File: config.mk
export PLATFORM = sky130hd
export DESIGN_NAME = fetch_ifid
export DESIGN_NICKNAME = d
export VERILOG_FILES = /design/src/rtl/isa_pkg.sv /design/src/rtl/ifid_reg.sv /design/src/rtl/fetch_ifid.sv
export SDC_FILE = /design/constraint.sdc
export NUM_CORES = 1
export LEC_CHECK = 0
export BUFFER_PORTS_ARGS = -buffer_cell sky130_fd_sc_hd__buf_4
export CAP_MARGIN = 10
export CORE_AREA = 4 4 78 80
export CTS_BUF_LIST = sky130_fd_sc_hd__clkbuf_2
export DETAILED_ROUTE_END_ITERATION = 8
export DIE_AREA = 0 0 82 84
export HOLD_SLACK_MARGIN = 0.02
export PLACE_DENSITY_LB_ADDON = 0.2
export SYNTH_ARGS = -nofsm -noshare
export SYNTH_HDL_FRONTEND = slang
export SYNTH_SLANG_ARGS = --single-unit
File: constraint.sdc
create_clock -name clk -period 5.6 [get_ports clk]
set_input_delay 0.56 -clock clk [delete_from_list [all_inputs] [get_ports clk]]
set_output_delay 0.56 -clock clk [all_outputs]
set_load 0.02 [all_outputs]
File: src/rtl/isa_pkg.sv
// rtl/isa_pkg.sv - shared ISA constants and fetch state encoding
package isa_pkg;

    localparam logic [15:0] NOP      = 16'h0800;
    localparam logic [4:0]  HALT_OP  = 5'b00000;
    localparam logic [15:0] RESET_PC = 16'h0000;

    typedef enum logic {
        RUN    = 1'b0,
        HALTED = 1'b1
    } state_t;

endpackage

File: src/rtl/ifid_reg.sv
// rtl/ifid_reg.sv - IF/ID pipeline register with flush, hold and bubble controls
module ifid_reg
    import isa_pkg::*;
(
    input  logic        clk,
    input  logic        rst_n,
    input  logic        flush,
    input  logic        load,
    input  logic        bubble,
    input  logic [15:0] instr_in,
    input  logic [15:0] pcplus2_in,
    output logic [15:0] instr,
    output logic [15:0] pcplus2,
    output logic        valid
);

    // Flush beats hold so a redirect is never lost behind a stall; pcplus2 is
    // left untouched on flush/bubble since it is meaningless while valid is 0.
    always_ff @(posedge clk or negedge rst_n) begin
        if (!rst_n) begin
            instr   <= NOP;
            pcplus2 <= RESET_PC;
            valid   <= 1'b0;
        end else if (flush) begin
            instr <= NOP;
            valid <= 1'b0;
        end else if (load) begin
            if (bubble) begin
                instr <= NOP;
                valid <= 1'b0;
            end else begin
                instr   <= instr_in;
                pcplus2 <= pcplus2_in;
                valid   <= 1'b1;
            end
        end
    end

endmodule

File: src/rtl/fetch_ifid.sv
// rtl/fetch_ifid.sv - PC, RUN/HALTED fetch FSM and IF/ID stage; FETCH_STALL_CNT_EN adds stall_cnt
module fetch_ifid
    import isa_pkg::*;
(
    input  logic        clk,
    input  logic        rst_n,
    input  logic        enPC,
    input  logic        enIFID,
    input  logic        redirect,
    input  logic [15:0] redirect_pc,
    output logic [15:0] imem_addr,
    input  logic [15:0] imem_data,
    input  logic        imem_valid,
    output logic [15:0] instr_IFID,
    output logic [15:0] pcplus2_IFID,
    output logic        valid_IFID,
    output logic [2:0]  RegRead_IFID_1,
    output logic [2:0]  RegRead_IFID_2,
    output logic        halted
`ifdef FETCH_STALL_CNT_EN
    ,
    output logic [15:0] stall_cnt
`endif
);

    state_t      state, state_nxt;
    logic [15:0] pc;
    logic [15:0] pc_plus2;
    logic        fetch_ok;
    logic        is_halt;
    logic        halt_load;

    assign pc_plus2  = pc + 16'd2;
    assign fetch_ok  = imem_valid && (state == RUN);
    assign is_halt   = (imem_data[15:11] == HALT_OP);
    assign halt_load = !redirect && enIFID && fetch_ok && is_halt;
    assign imem_addr = pc;
    assign halted    = (state == HALTED);

    // A fetched HALT freezes the PC at its own address, so the halted PC
    // points at the HALT rather than past it.
    always_ff @(posedge clk or negedge rst_n) begin
        if (!rst_n) begin
            pc <= RESET_PC;
        end else if (redirect) begin
            pc <= redirect_pc;
        end else if (enPC && fetch_ok && !is_halt) begin
            pc <= pc_plus2;
        end
    end

    always_ff @(posedge clk or negedge rst_n) begin
        if (!rst_n) begin
            state <= RUN;
        end else begin
            state <= state_nxt;
        end
    end

    always_comb begin
        state_nxt = state;
        case (state)
            RUN:     if (halt_load) state_nxt = HALTED;
            HALTED:  if (redirect)  state_nxt = RUN;
            default: state_nxt = RUN;
        endcase
    end

    ifid_reg u_ifid_reg (
        .clk        (clk),
        .rst_n      (rst_n),
        .flush      (redirect),
        .load       (enIFID),
        .bubble     (!fetch_ok),
        .instr_in   (imem_data),
        .pcplus2_in (pc_plus2),
        .instr      (instr_IFID),
        .pcplus2    (pcplus2_IFID),
        .valid      (valid_IFID)
    );

    assign RegRead_IFID_1 = instr_IFID[10:8];
    assign RegRead_IFID_2 = instr_IFID[7:5];

`ifdef FETCH_STALL_CNT_EN
    always_ff @(posedge clk or negedge rst_n) begin
        if (!rst_n) begin
            stall_cnt <= 16'h0000;
        end else if ((state == RUN) && (!enPC || !imem_valid) && (stall_cnt != 16'hFFFF)) begin
            stall_cnt <= stall_cnt + 16'd1;
        end
    end
`endif

endmodule

==> out/results.txt <==
The die area came out at 6890 sq um. In this run the cell area of the synthesized design comes to 2410 sq um. In this run the count of I/O pins placed on the die edge is 94.

Start of the worst register-to-register path: imem_addr[1]. For this run, the detailed router's first-pass iteration total came to 5. Buffers inserted during clock tree synthesis total 5. Measured along the x axis, the die boundary spans 82 um. Of all flip-flops after synthesis, the portion carrying an async set or reset was 100%. After clock tree synthesis, the clock-pin slew on the worst setup and hold paths is 0.26 ns.

Across the VDD grid, the largest voltage drop is 0.111 mV. TritonCTS built the clock tree. Across the run, the number of max-cap violations was 0. The average instance area after synthesis was 10.4 sq um; the hold-fix buffer count after cts was 0.

Using the TritonRoute via totals, the vias-per-cell ratio works out to 5.13. Counting cells, the worst reg-to-reg path comes to 5. Yosys mapped a number of flops with a built-in enable equal to 0. The clock tree skew after final layout is 0.0218 ns, and the number of DRC violations after detailed-routing iteration 0 is 91. The y dimension of the die is 84 um, and the maximum number of pins on one net before global-route repair is 51.

Of the total power, registers draw 54.2%. The largest total area in the synthesized netlist belongs to sky130_fd_sc_hd__dfrtp_1. The total of cells resized after clock tree synthesis came out at 0. For the worst setup path, the data required time is 5.98 ns.

For the final routed database, the setup TNS stands at 0 ns. The endpoint kind of the worst setup timing path was a register. The number of setup buffers added after CTS is 0. Timing analysis after detailed placement gives a worst setup slack of 2.95 ns. The run gives 44.7% as the initial core utilization. The register-to-register setup slack came out at 3.48 ns. The tools report the cell count after synthesis as 233. In the final routed layout, each cell accounts on average for 15.4 um. The H-tree was split into 2 levels.

The analysis attributes to net switching a power of 280 uW. The number of buffers inserted by port buffering is 93. In the routed design, unresolved DRC markers number 0. The number of slew-limit violations in the final report is 0, and the sequential element share of the synthesized area is 51.9%. The most common cell in the netlist was sky130_fd_sc_hd__dfrtp_1. In the post-synthesis netlist, the biggest area contributors are sky130_fd_sc_hd__dfrtp_1 51%, sky130_fd_sc_hd__a22o_1 5.4%, sky130_fd_sc_hd__nand2_1 5.1%, sky130_fd_sc_hd__o21ai_0 3.7%, sky130_fd_sc_hd__xor2_1 3.6%. Setup repair after global routing left no endpoint under its margin.

For the net count after synthesis, the log shows 272. The worst hold path belongs to the class input pin to asynchronous set/reset pin. For this run, the number of Yosys warnings is 0. The tools report the proportion of power drawn by combinational gates as 27.4%.

The flow ran to the end, and the final reports show no timing, DRC or antenna violations. The internal power of the cells came out at 531 uW. The congestion estimate from routability-driven global placement came to 0.776. The worst setup path is launched from a register. For the leftover overflow at the end of global routing, the log shows 0. Measured against its own limit, the worst slew margin works out to 23.5%. The post-route clock period utilization is 37.9%.

Number of nets with antenna violations after routing: 0. The most used flip-flop cell after synthesis was sky130_fd_sc_hd__dfrtp_1. The tree is rooted in a sky130_fd_sc_hd__clkbuf_2.

Setup violations remaining at the end of the flow were counted as 0. Global routing used 17.5% of the available tracks. The clock passes through at most 2 buffers. The first global-routing pass estimated 9370 um of wire. The top fanout value on the critical path came out at 7. The antenna diode count is 0, and the cell row count is 27.

The core region is 5410 sq um. For this run, the top clock speed supported by timing is 471 MHz. The logs give 5880 um for the total routed wirelength and 50 for the clock net sink count. The type of the setup path with the least slack is register to register.

The net count of the finished layout is 349. For this design the static power due to leakage is 1.45 nW. After layout, the worst setup slack is 3.48 ns.

The fraction of layout cells with a size suffix above 1 is 35.4%. Compared with the post-synthesis result, the final layout area differs by 28.4%. The flip-flop and latch count after synthesis works out to 50.

At the pin with the least slew margin, the transition time is 1.14 ns. The share of total power dissipated in the clock network is 18.4%. The run gives 42 as the post-synthesis cell type count. For the finished layout, the period the worst path requires is 2.12 ns. In this run the biggest area consumer among cell types represents 50.8% of the synthesized area. Number of global-route vias before repair: 1,946. The tools report the number of hold violations in the final report as 0.

The capturing point of the worst reg2reg path is imem_addr[13]. Initial antenna violation count: 0. The power per unit of standard cell area was 262 nW/um^2. The clock reaches the later pin of the worst-skew pair after 0.43 ns. The critical path data arrival time came out at 2.50 ns. In this run switching power makes up 34.5% of total power. The wire-length estimate of the detail-placed layout is 4390 um. Counting instances in the post-synthesis netlist gives the leading cell types as 49 x sky130_fd_sc_hd__dfrtp_1, 33 x sky130_fd_sc_hd__nand2_1, 18 x sky130_fd_sc_hd__o21ai_0.

Summing over every cut layer, the via total after detailed routing is 1,964.
-- worst max-delay path: stages, from the launching register on --
cell	delay, ns
sky130_fd_sc_hd__dfrtp_1	0.52
sky130_fd_sc_hd__ha_1	0.31
sky130_fd_sc_hd__nand3_1	0.15
sky130_fd_sc_hd__or2_0	0.38
sky130_fd_sc_hd__or4_1	0.54
sky130_fd_sc_hd__a31oi_1	0.17
-- how the worst max path moves through the flow --
| stage | slack [ns] | to | cells after the start | startpoint |
|---|---|---|---|---|
| after detailed placement | 2.95 | halted | 4 | redirect |
| after CTS | 3.45 | imem_addr[13] | 5 | imem_addr[1] |
| after floorplan | 3.63 | imem_addr[13] | 6 | imem_addr[1] |
| after global placement | 3.04 | halted | 4 | redirect |
| final | 3.48 | imem_addr[13] | 5 | imem_addr[1] |
| after global routing | 3.32 | imem_addr[13] | 5 | imem_addr[1] |
-- through the flow --
| step | power, mW | instance area (sq um) | std cells | hold slack [ns] | util [%] |
|---|---|---|---|---|---|
| 2_1_floorplan | 0.562 | 2410 | 233 | 0.264 | - |
| 3_5_place_dp | 0.671 | 3040 | 374 | 0.467 | 56.2 |
| 4_1_cts | 0.820 | 3080 | 382 | 0.0784 | 57.0 |
| 3_3_place_gp | 0.667 | 3040 | 374 | 0.467 | 56.2 |
| 5_1_grt | 0.857 | 3100 | 383 | 0.0807 | 57.3 |
| 6_report | 0.810 | 3100 | 383 | 0.0885 | 57.3 |
-- flip-flops by register name, summed over array words and instances, names as in the netlist --
name	count
halted	1
u_ifid_reg.instr	16
imem_addr	16
u_ifid_reg.pcplus2	16
u_ifid_reg.valid	1
-- kinds of logic after synthesis --
kind of cell / after synthesis / synth area share [%]
DFF: 50 / 51.9
muxes: 2 / 0.881
and+or+nand+nor: 77 / 16.4
AOI/OAI and AO/OA: 59 / 16.6
adders and majority gates: 1 / 0.518
buffers and inverters: 26 / 7.15
xor gates and xnor gates: 18 / 6.53
-- placed cells by master, fill, tap and decap left out, drive strengths merged, types with 3 or more instances in the layout --
cell type and instances:
a22o 15, a31oi 8, buf 94, clkbuf 5, dfrtp 49, nand2 33, nand3 5, nand4 6
nor2 9, nor3 3, o211ai 4, o21ai 24, o31ai 5, or2 3, or3 3, or4 7
xnor2 8, xor2 10
-- metal layers --
metal	vias to the layer above	track usage, %	wire length [um]	share of wire, %
li1	989	-	-	-
met4	0	4.83	46	0.78
met5	-	0	0	0
met2	48	27.0	2890	49
met3	6	3.78	285	4.8
met1	921	24.6	2660	45
-- area by class of cell --
class / instances / area, sq um
fillers: 503 / 2310
clock inverters: 3 / 21.3
well taps: 72 / 90.1
inverters: 2 / 7.51
repair buffers: 94 / 713
multi-input cells: 157 / 988
clock buffers: 5 / 25.0
flip-flops and latches: 50 / 1250
-- power by group through the flow --
stage	logic (mW)	clock network (mW)	registers, mW
2_1_floorplan	0.0772	0	0.485
3_3_place_gp	0.221	0	0.446
3_5_place_dp	0.224	0	0.446
4_1_cts	0.225	0.155	0.440
5_1_grt	0.241	0.170	0.446
6_report	0.222	0.149	0.439
Power figures use the tool's default switching activity.
